File: src/rtl/bram_dsp_sequencer.sv
// rtl/bram_dsp_sequencer.sv - multi-element BRAM0/BRAM1 -> DSP48 -> BRAM1 command sequencer
// Streams cmd_len elements per accepted command; writes land LAT cycles after their reads issue.
module bram_dsp_sequencer #(
  parameter int ADDR_W = 10,
  parameter int LEN_W  = 8,
  parameter int LAT    = 4,
  parameter int WE_W   = 4
) (
  input  logic              clk,
  input  logic              reset,
  input  logic              cmd_valid,
  output logic              cmd_ready,
  input  logic [ADDR_W-1:0] cmd_src_addr,
  input  logic [ADDR_W-1:0] cmd_acc_addr,
  input  logic [ADDR_W-1:0] cmd_dst_addr,
  input  logic [LEN_W-1:0]  cmd_len,
  input  logic [4:0]        cmd_inmode,
  input  logic [6:0]        cmd_opmode,
  input  logic [3:0]        cmd_alumode,
  input  logic              abort,
  output logic [ADDR_W-1:0] bram0_addr,
  output logic [ADDR_W-1:0] bram1_raddr,
  output logic [ADDR_W-1:0] bram1_waddr,
  output logic [WE_W-1:0]   bram1_we,
  output logic [4:0]        dsp_inmode,
  output logic [6:0]        dsp_opmode,
  output logic [3:0]        dsp_alumode,
  output logic              busy,
  output logic              done
);

  typedef enum logic [1:0] {ST_IDLE, ST_ISSUE, ST_DRAIN, ST_DONE} state_t;

  // All pipeline stages except the last one (which is the write in progress).
  localparam logic [LAT-1:0] EARLY_MASK = {LAT{1'b1}} >> 1;

  state_t            state;
  logic [LEN_W:0]    remaining;
  logic [ADDR_W-1:0] wr_ptr;
  logic [LAT-1:0]    pipe_v;
  logic [ADDR_W-1:0] pipe_a [LAT];
  logic [LAT-1:0]    v_in;
  logic [ADDR_W-1:0] a_in [LAT];
  logic              accept;
  logic              issuing;
  logic              abort_clr;

  assign cmd_ready   = (state == ST_IDLE) && !abort;
  assign accept      = cmd_valid && cmd_ready;
  assign issuing     = (state == ST_ISSUE);
  assign abort_clr   = abort && (state != ST_IDLE);
  assign bram1_we    = {WE_W{pipe_v[LAT-1]}};
  assign bram1_waddr = pipe_a[LAT-1];

  assign a_in[0] = wr_ptr;
  generate
    if (LAT == 1) begin : g_v_one
      assign v_in = issuing;
    end else begin : g_v_many
      assign v_in = {pipe_v[LAT-2:0], issuing};
    end
    for (genvar g = 1; g < LAT; g++) begin : g_a_in
      assign a_in[g] = pipe_a[g-1];
    end
  endgenerate

  // Addresses only advance alongside a valid entry so bram1_waddr holds between writes.
  always_ff @(posedge clk or negedge reset) begin
    if (!reset) begin
      pipe_v <= '0;
      for (int i = 0; i < LAT; i++) pipe_a[i] <= '0;
    end else begin
      for (int i = 0; i < LAT; i++) begin
        pipe_v[i] <= v_in[i] && !abort_clr;
        if (v_in[i] && !abort_clr) pipe_a[i] <= a_in[i];
      end
    end
  end

  always_ff @(posedge clk or negedge reset) begin
    if (!reset) begin
      state       <= ST_IDLE;
      remaining   <= '0;
      wr_ptr      <= '0;
      bram0_addr  <= '0;
      bram1_raddr <= '0;
      dsp_inmode  <= '0;
      dsp_opmode  <= '0;
      dsp_alumode <= '0;
      busy        <= 1'b0;
      done        <= 1'b0;
    end else begin
      done <= 1'b0;
      case (state)
        ST_IDLE: begin
          if (accept) begin
            dsp_inmode  <= cmd_inmode;
            dsp_opmode  <= cmd_opmode;
            dsp_alumode <= cmd_alumode;
            wr_ptr      <= cmd_dst_addr;
            remaining   <= {1'b0, cmd_len};
            if (cmd_len != '0) begin
              state       <= ST_ISSUE;
              busy        <= 1'b1;
              bram0_addr  <= cmd_src_addr;
              bram1_raddr <= cmd_acc_addr;
            end else begin
              state <= ST_DONE;
              done  <= 1'b1;
            end
          end
        end
        ST_ISSUE: begin
          if (abort) begin
            state <= ST_IDLE;
            busy  <= 1'b0;
          end else begin
            wr_ptr <= wr_ptr + ADDR_W'(1);
            // Read addresses stay on the last element once issue completes.
            if (remaining == (LEN_W+1)'(1)) begin
              state <= ST_DRAIN;
            end else begin
              remaining   <= remaining - (LEN_W+1)'(1);
              bram0_addr  <= bram0_addr + ADDR_W'(1);
              bram1_raddr <= bram1_raddr + ADDR_W'(1);
            end
          end
        end
        ST_DRAIN: begin
          if (abort) begin
            state <= ST_IDLE;
            busy  <= 1'b0;
          end else if ((pipe_v & EARLY_MASK) == '0) begin
            state <= ST_DONE;
            busy  <= 1'b0;
            done  <= 1'b1;
          end
        end
        ST_DONE: state <= ST_IDLE;
        default: state <= ST_IDLE;
      endcase
    end
  end

endmodule

File: config.mk
export PLATFORM = sky130hd
export DESIGN_NAME = bram_dsp_sequencer
export DESIGN_NICKNAME = d
export VERILOG_FILES = /design/src/rtl/bram_dsp_sequencer.sv
export SDC_FILE = /design/constraint.sdc
export NUM_CORES = 1
export LEC_CHECK = 0
export ABC_AREA = 1
export BUFFER_PORTS_ARGS = -buffer_cell sky130_fd_sc_hd__buf_2
export CAP_MARGIN = 15
export CORE_AREA = 2 2 101 103
export DETAILED_ROUTE_END_ITERATION = 8
export DIE_AREA = 0 0 103 105
export PLACE_DENSITY_LB_ADDON = 0.05
export SLEW_MARGIN = 20
export SYNTH_ARGS = -nofsm -noshare
export SYNTH_HDL_FRONTEND = slang
export SYNTH_SLANG_ARGS = --single-unit
export TNS_END_PERCENT = 30
File: constraint.sdc
create_clock -name clk -period 1.75 [get_ports clk]
set_input_delay 0.175 -clock clk [delete_from_list [all_inputs] [get_ports clk]]
set_output_delay 0.175 -clock clk [all_outputs]
set_load 0.01 [all_outputs]
==> results.tsv <==
stage	metric	value	unit
status	outcome	complete, but fails checks	
status	failing_checks	setup timing	
pwr	vdd_ir_drop_max	0.704	mV
setup_path	worst-r2r-setup-slack	-0.002	ns
global_routing	grt_start_max_net_pins	34	
logic_synthesis	average_size_of_a_mapped_cell	7.51	um^2
timing	timing.slew.headroom	0.692	
global_routing	first_global_vias	4637	
hold_path	min_path_type	in -> reg	
clocking	max-clock-path-buffers	2	
pwr	combinational_power_share	0.483	
die	coreArea	9640	um^2
setup_path	cp_cell_sequence	inv_2, ha_4, nor2_2, nor2_2, nand2_2, clkinv_4, nand2_4, nor2_4, buf_12, clkinvlp_4, nand2_1, nand2_1	
final_layout	final_layout_size_suffix_gt1_frac	0.224	
setup_path	regToRegEndpoint	bram1_raddr[7]$_DFFE_PN0P_	
global_routing	groute.layer.met1.usage	0.283	
die	die-width	103	um
setup_path	worst_setup_path_start_kind	register	
routing	wire_per_inst	12.5	um
placement	port-buffer-count	110	
routing	via_density_per_instance	5.01	
die	pin_count	111	
final_layout	fill_cell_instance_count_of_the_final_layout	882	
clocking	tritoncts	built	
routing	initial_drc_count	258	
setup_path	critical_register_to_register_path_startpoint	state[1]$_DFFE_PN0P_	
logic_synthesis	mappedNetlistNets	762	
die	floorplan.die_area	10800	um^2
die	number_of_placement_rows	36	
setup_path	critPathRequiredTime	2.02	ns
clocking	cts.sinks	103	
timing	worst_clock_skew	0.00799	ns
timing	slew_violations	0	
setup_path	critical-path-max-stage-delay	0.42	ns
setup_path	setup.worst_path.end_class	register	
timing	period_minus_slack	1.75	ns
routing	detailed_route_via_count	4868	
final_layout	syn_to_final_growth	24.5	%
timing	tightest_slew	0.462	ns
logic_synthesis	synth.distinct_cells	35	
pwr	power_switching_share	0.432	
pwr	power.density_cell_area	1720	nW/um^2
global_routing	aggregate_global_routing_overflow	0	
clocking	clk_transition_reported_paths	0.10	ns
logic_synthesis	post_synth_instance_area	5220	um^2
global_routing	global_route_total_usage_across_every_layer	0.231	
routing	drc	0	
global_routing	grt_antenna_before_repair	0	
global_routing	busiest_layer	met2	
timing	report.final.setup_viol	1	
pwr	total_switching_power	4.82	mW
routing	dr.pass1.iters	5	
placement	finalWeightedCongestion	0.886	
clocking	cts_root_buf	sky130_fd_sc_hd__clkbuf_8	
placement	numPlacedInstances	935	
routing	routed_wirelength	12200	um
logic_synthesis	synth.area.top_cells	sky130_fd_sc_hd__dfrtp_1 (49%), sky130_fd_sc_hd__nand2_1 (21%), sky130_fd_sc_hd__o21ai_0 (6.5%), sky130_fd_sc_hd__inv_1 (4.9%), sky130_fd_sc_hd__nand3_1 (3.9%)	
setup_path	timing.critical_path.arrival	2.02	ns
timing	hold_violation_count_in_the_final_report	0	
logic_synthesis	synth.largest_area_cell	sky130_fd_sc_hd__dfrtp_1	
timing	hold-worst-slack	0.0149	ns
setup_path	path_delay_family	simple AND/OR/NAND/NOR gates	
logic_synthesis	synth.ff_latch_count	103	
global_routing	gr-usage-met2	0.409	
clocking	htreeDepth	3	
die	initial_core_util	0.542	
timing	achievable-frequency	571	MHz
logic_synthesis	yosysTopAreaCellShare	0.494	
pwr	sequential_share_of_power	0.378	
final_layout	mostFrequentLayoutCell	sky130_fd_sc_hd__nand2_1	
pwr	p_int	6.34	mW
final_layout	count_of_nets_after_finishing	900	
placement	dp_hpwl	8740	um
logic_synthesis	synth-seq-area-share	0.494	
setup_path	cp_slowest_cell	sky130_fd_sc_hd__dfrtp_1	
final_layout	layout.cells.most_common_list	sky130_fd_sc_hd__nand2_1 (282), sky130_fd_sc_hd__buf_2 (109), sky130_fd_sc_hd__dfrtp_1 (103)	
logic_synthesis	synth_cells	695	
setup_path	timing.critical_path.to	bram1_raddr[7]$_DFFE_PN0P_	
routing	ant_nets	0	
pwr	leakagePower	3.50	nW
global_routing	wire_length_of_the_first_global_routing_pass	20100	um
final_layout	final_cell_count_no_fill	972	
setup_path	worst_r2r_path_depth	12	
timing	grt_setup_unrepaired	true	
setup_path	crit_fanout	5	
die	die-height	105	um
clocking	worst_skew_pair.late_latency	0.37	ns
timing	postLayoutSetupSlackWorst	-0.00158	ns
setup_path	worst_setup_path_startpoint	state[1]$_DFFE_PN0P_	
setup_path	worst-path-stages	12	
timing	layout_worst_path_cycle_share	1.00	
logic_synthesis	yosys_warnings	0	
clocking	cts_inserted_buffers	9	
pwr	clock_power_share	0.140	
global_routing	grtUsageMet3	0.0321	
job	drv_cap	0	
setup_path	critPathBufInv	4	
setup_path	setup.worst_path.class	reg -> reg	
## worst reg2reg max path, stage by stage (launching register included)
cell	delay, ns
sky130_fd_sc_hd__dfrtp_1	0.42
sky130_fd_sc_hd__inv_2	0.12
sky130_fd_sc_hd__ha_4	0.17
sky130_fd_sc_hd__nor2_2	0.05
sky130_fd_sc_hd__nor2_2	0.08
sky130_fd_sc_hd__nand2_2	0.08
sky130_fd_sc_hd__clkinv_4	0.06
sky130_fd_sc_hd__nand2_4	0.06
sky130_fd_sc_hd__nor2_4	0.20
sky130_fd_sc_hd__buf_12	0.14
sky130_fd_sc_hd__clkinvlp_4	0.13
sky130_fd_sc_hd__nand2_1	0.09
sky130_fd_sc_hd__nand2_1	0.05
## area by class of cell
cell class                      instances  area [um^2]  area share
Tap cell                              133          166      0.0256
Inverter                               75          294      0.0452
Sequential cell                       103         2580       0.396
Multi-Input combinational cell        492         2250       0.346
Timing Repair Buffer                  151          996       0.153
Antenna cell                            1         2.50    0.000385
Clock inverter                          4         53.8     0.00827
Clock buffer                           12          155      0.0239
Timing Repair inverter                  1         7.51     0.00115
## cell usage after synthesis
library cell               count
sky130_fd_sc_hd__a211oi_1      1
sky130_fd_sc_hd__a21oi_1      12
sky130_fd_sc_hd__a22oi_1       1
sky130_fd_sc_hd__a32o_1        1
sky130_fd_sc_hd__buf_1         2
sky130_fd_sc_hd__buf_12        1
sky130_fd_sc_hd__buf_2         6
sky130_fd_sc_hd__buf_4         5
sky130_fd_sc_hd__buf_6         1
sky130_fd_sc_hd__clkbuf_1      9
sky130_fd_sc_hd__clkbuf_2      1
sky130_fd_sc_hd__clkinv_1      1
sky130_fd_sc_hd__clkinv_4      1
sky130_fd_sc_hd__dfrtp_1     103
sky130_fd_sc_hd__ha_1          9
sky130_fd_sc_hd__inv_1        68
sky130_fd_sc_hd__inv_2         5
sky130_fd_sc_hd__nand2_1     286
sky130_fd_sc_hd__nand2_2       2
sky130_fd_sc_hd__nand2_4       1
sky130_fd_sc_hd__nand3_1      41
sky130_fd_sc_hd__nand3_2       4
sky130_fd_sc_hd__nand3b_1      1
sky130_fd_sc_hd__nand4_1       7
sky130_fd_sc_hd__nor2_1       39
sky130_fd_sc_hd__nor2_2        2
sky130_fd_sc_hd__nor2_4        2
sky130_fd_sc_hd__nor3_1        3
sky130_fd_sc_hd__nor3_2        1
sky130_fd_sc_hd__o211ai_1      1
sky130_fd_sc_hd__o21ai_0      68
sky130_fd_sc_hd__o21bai_1      1
sky130_fd_sc_hd__o22ai_1       2
sky130_fd_sc_hd__o311ai_1      1
sky130_fd_sc_hd__or2_2         6
## per-stage QoR
stage          worst slack, ns  total power [mW]   TNS, ns  cell area (um^2)  utilization
2_1_floorplan            0.124              7.59         0              5220            -
3_3_place_gp             0.117              9.15         0              6040        0.626
3_5_place_dp            0.0398              9.35         0              6040        0.626
4_1_cts                 0.0114              11.0         0              6380        0.662
5_1_grt                 -0.109              12.2     -1.95              6500        0.674
6_report              -0.00158              11.2  -0.00158              6500        0.675
## cells by family (layout without fill, tap and decap cells)
logic type,Yosys count,count (layout),share of synthesized area
AOI/OAI and AO/OA,88,88,0.0884
adders and majority gates,9,9,0.0216
buffers and inverters,100,243,0.0827
DFF,103,103,0.494
other,0,1,0
and+or+nand+nor,395,395,0.314
## per-layer routing
metal  up-vias  wire length, um
met5         -                0
met4         0              223
met3        20              534
met2       148             6150
met1      2243             5260
li1       2457                -
## worst min-delay path by stage
stage	from	to	slack, ns	depth (start not counted)
final	cmd_opmode[0]	dsp_opmode[0]$_DFFE_PN0P_	0.01	3
after global routing	cmd_inmode[4]	dsp_inmode[4]$_DFFE_PN0P_	0.005	3
after CTS	cmd_opmode[0]	dsp_opmode[0]$_DFFE_PN0P_	0.002	3
after detailed placement	reset	bram1_waddr[0]$_DFFE_PN0P_	0.17	1
after global placement	reset	bram1_waddr[0]$_DFFE_PN0P_	0.16	1
after floorplan	reset	a_in[0]$_DFFE_PN0P_	-0.12	0
## power by group through the flow
stage	Clock, mW	Sequential, mW	Combinational [mW]
floorplan	0	4.35	3.24
global placement	0	4.21	4.94
CTS	1.60	4.20	5.15
finish	1.56	4.22	5.38
detailed placement	0	4.25	5.10
global route	1.70	4.37	6.15
## flip-flops by register name, summed over array words and instances, names as in the netlist, 5 cells and up
| name | flops |
|---|---|
| a_in | 30 |
| bram0_addr | 10 |
| bram1_raddr | 10 |
| bram1_waddr | 10 |
| wr_ptr | 10 |
| remaining | 9 |
| dsp_opmode | 7 |
| dsp_inmode | 5 |
## timing repair
item,in CTS,in global routing
resized for setup,0,18
hold buffers,14,0
hold endpoints to repair,41,0
endpoints found under the setup margin,0,50
buffers inserted,0,5
No activity file was read; power rests on OpenSTA's default activity.
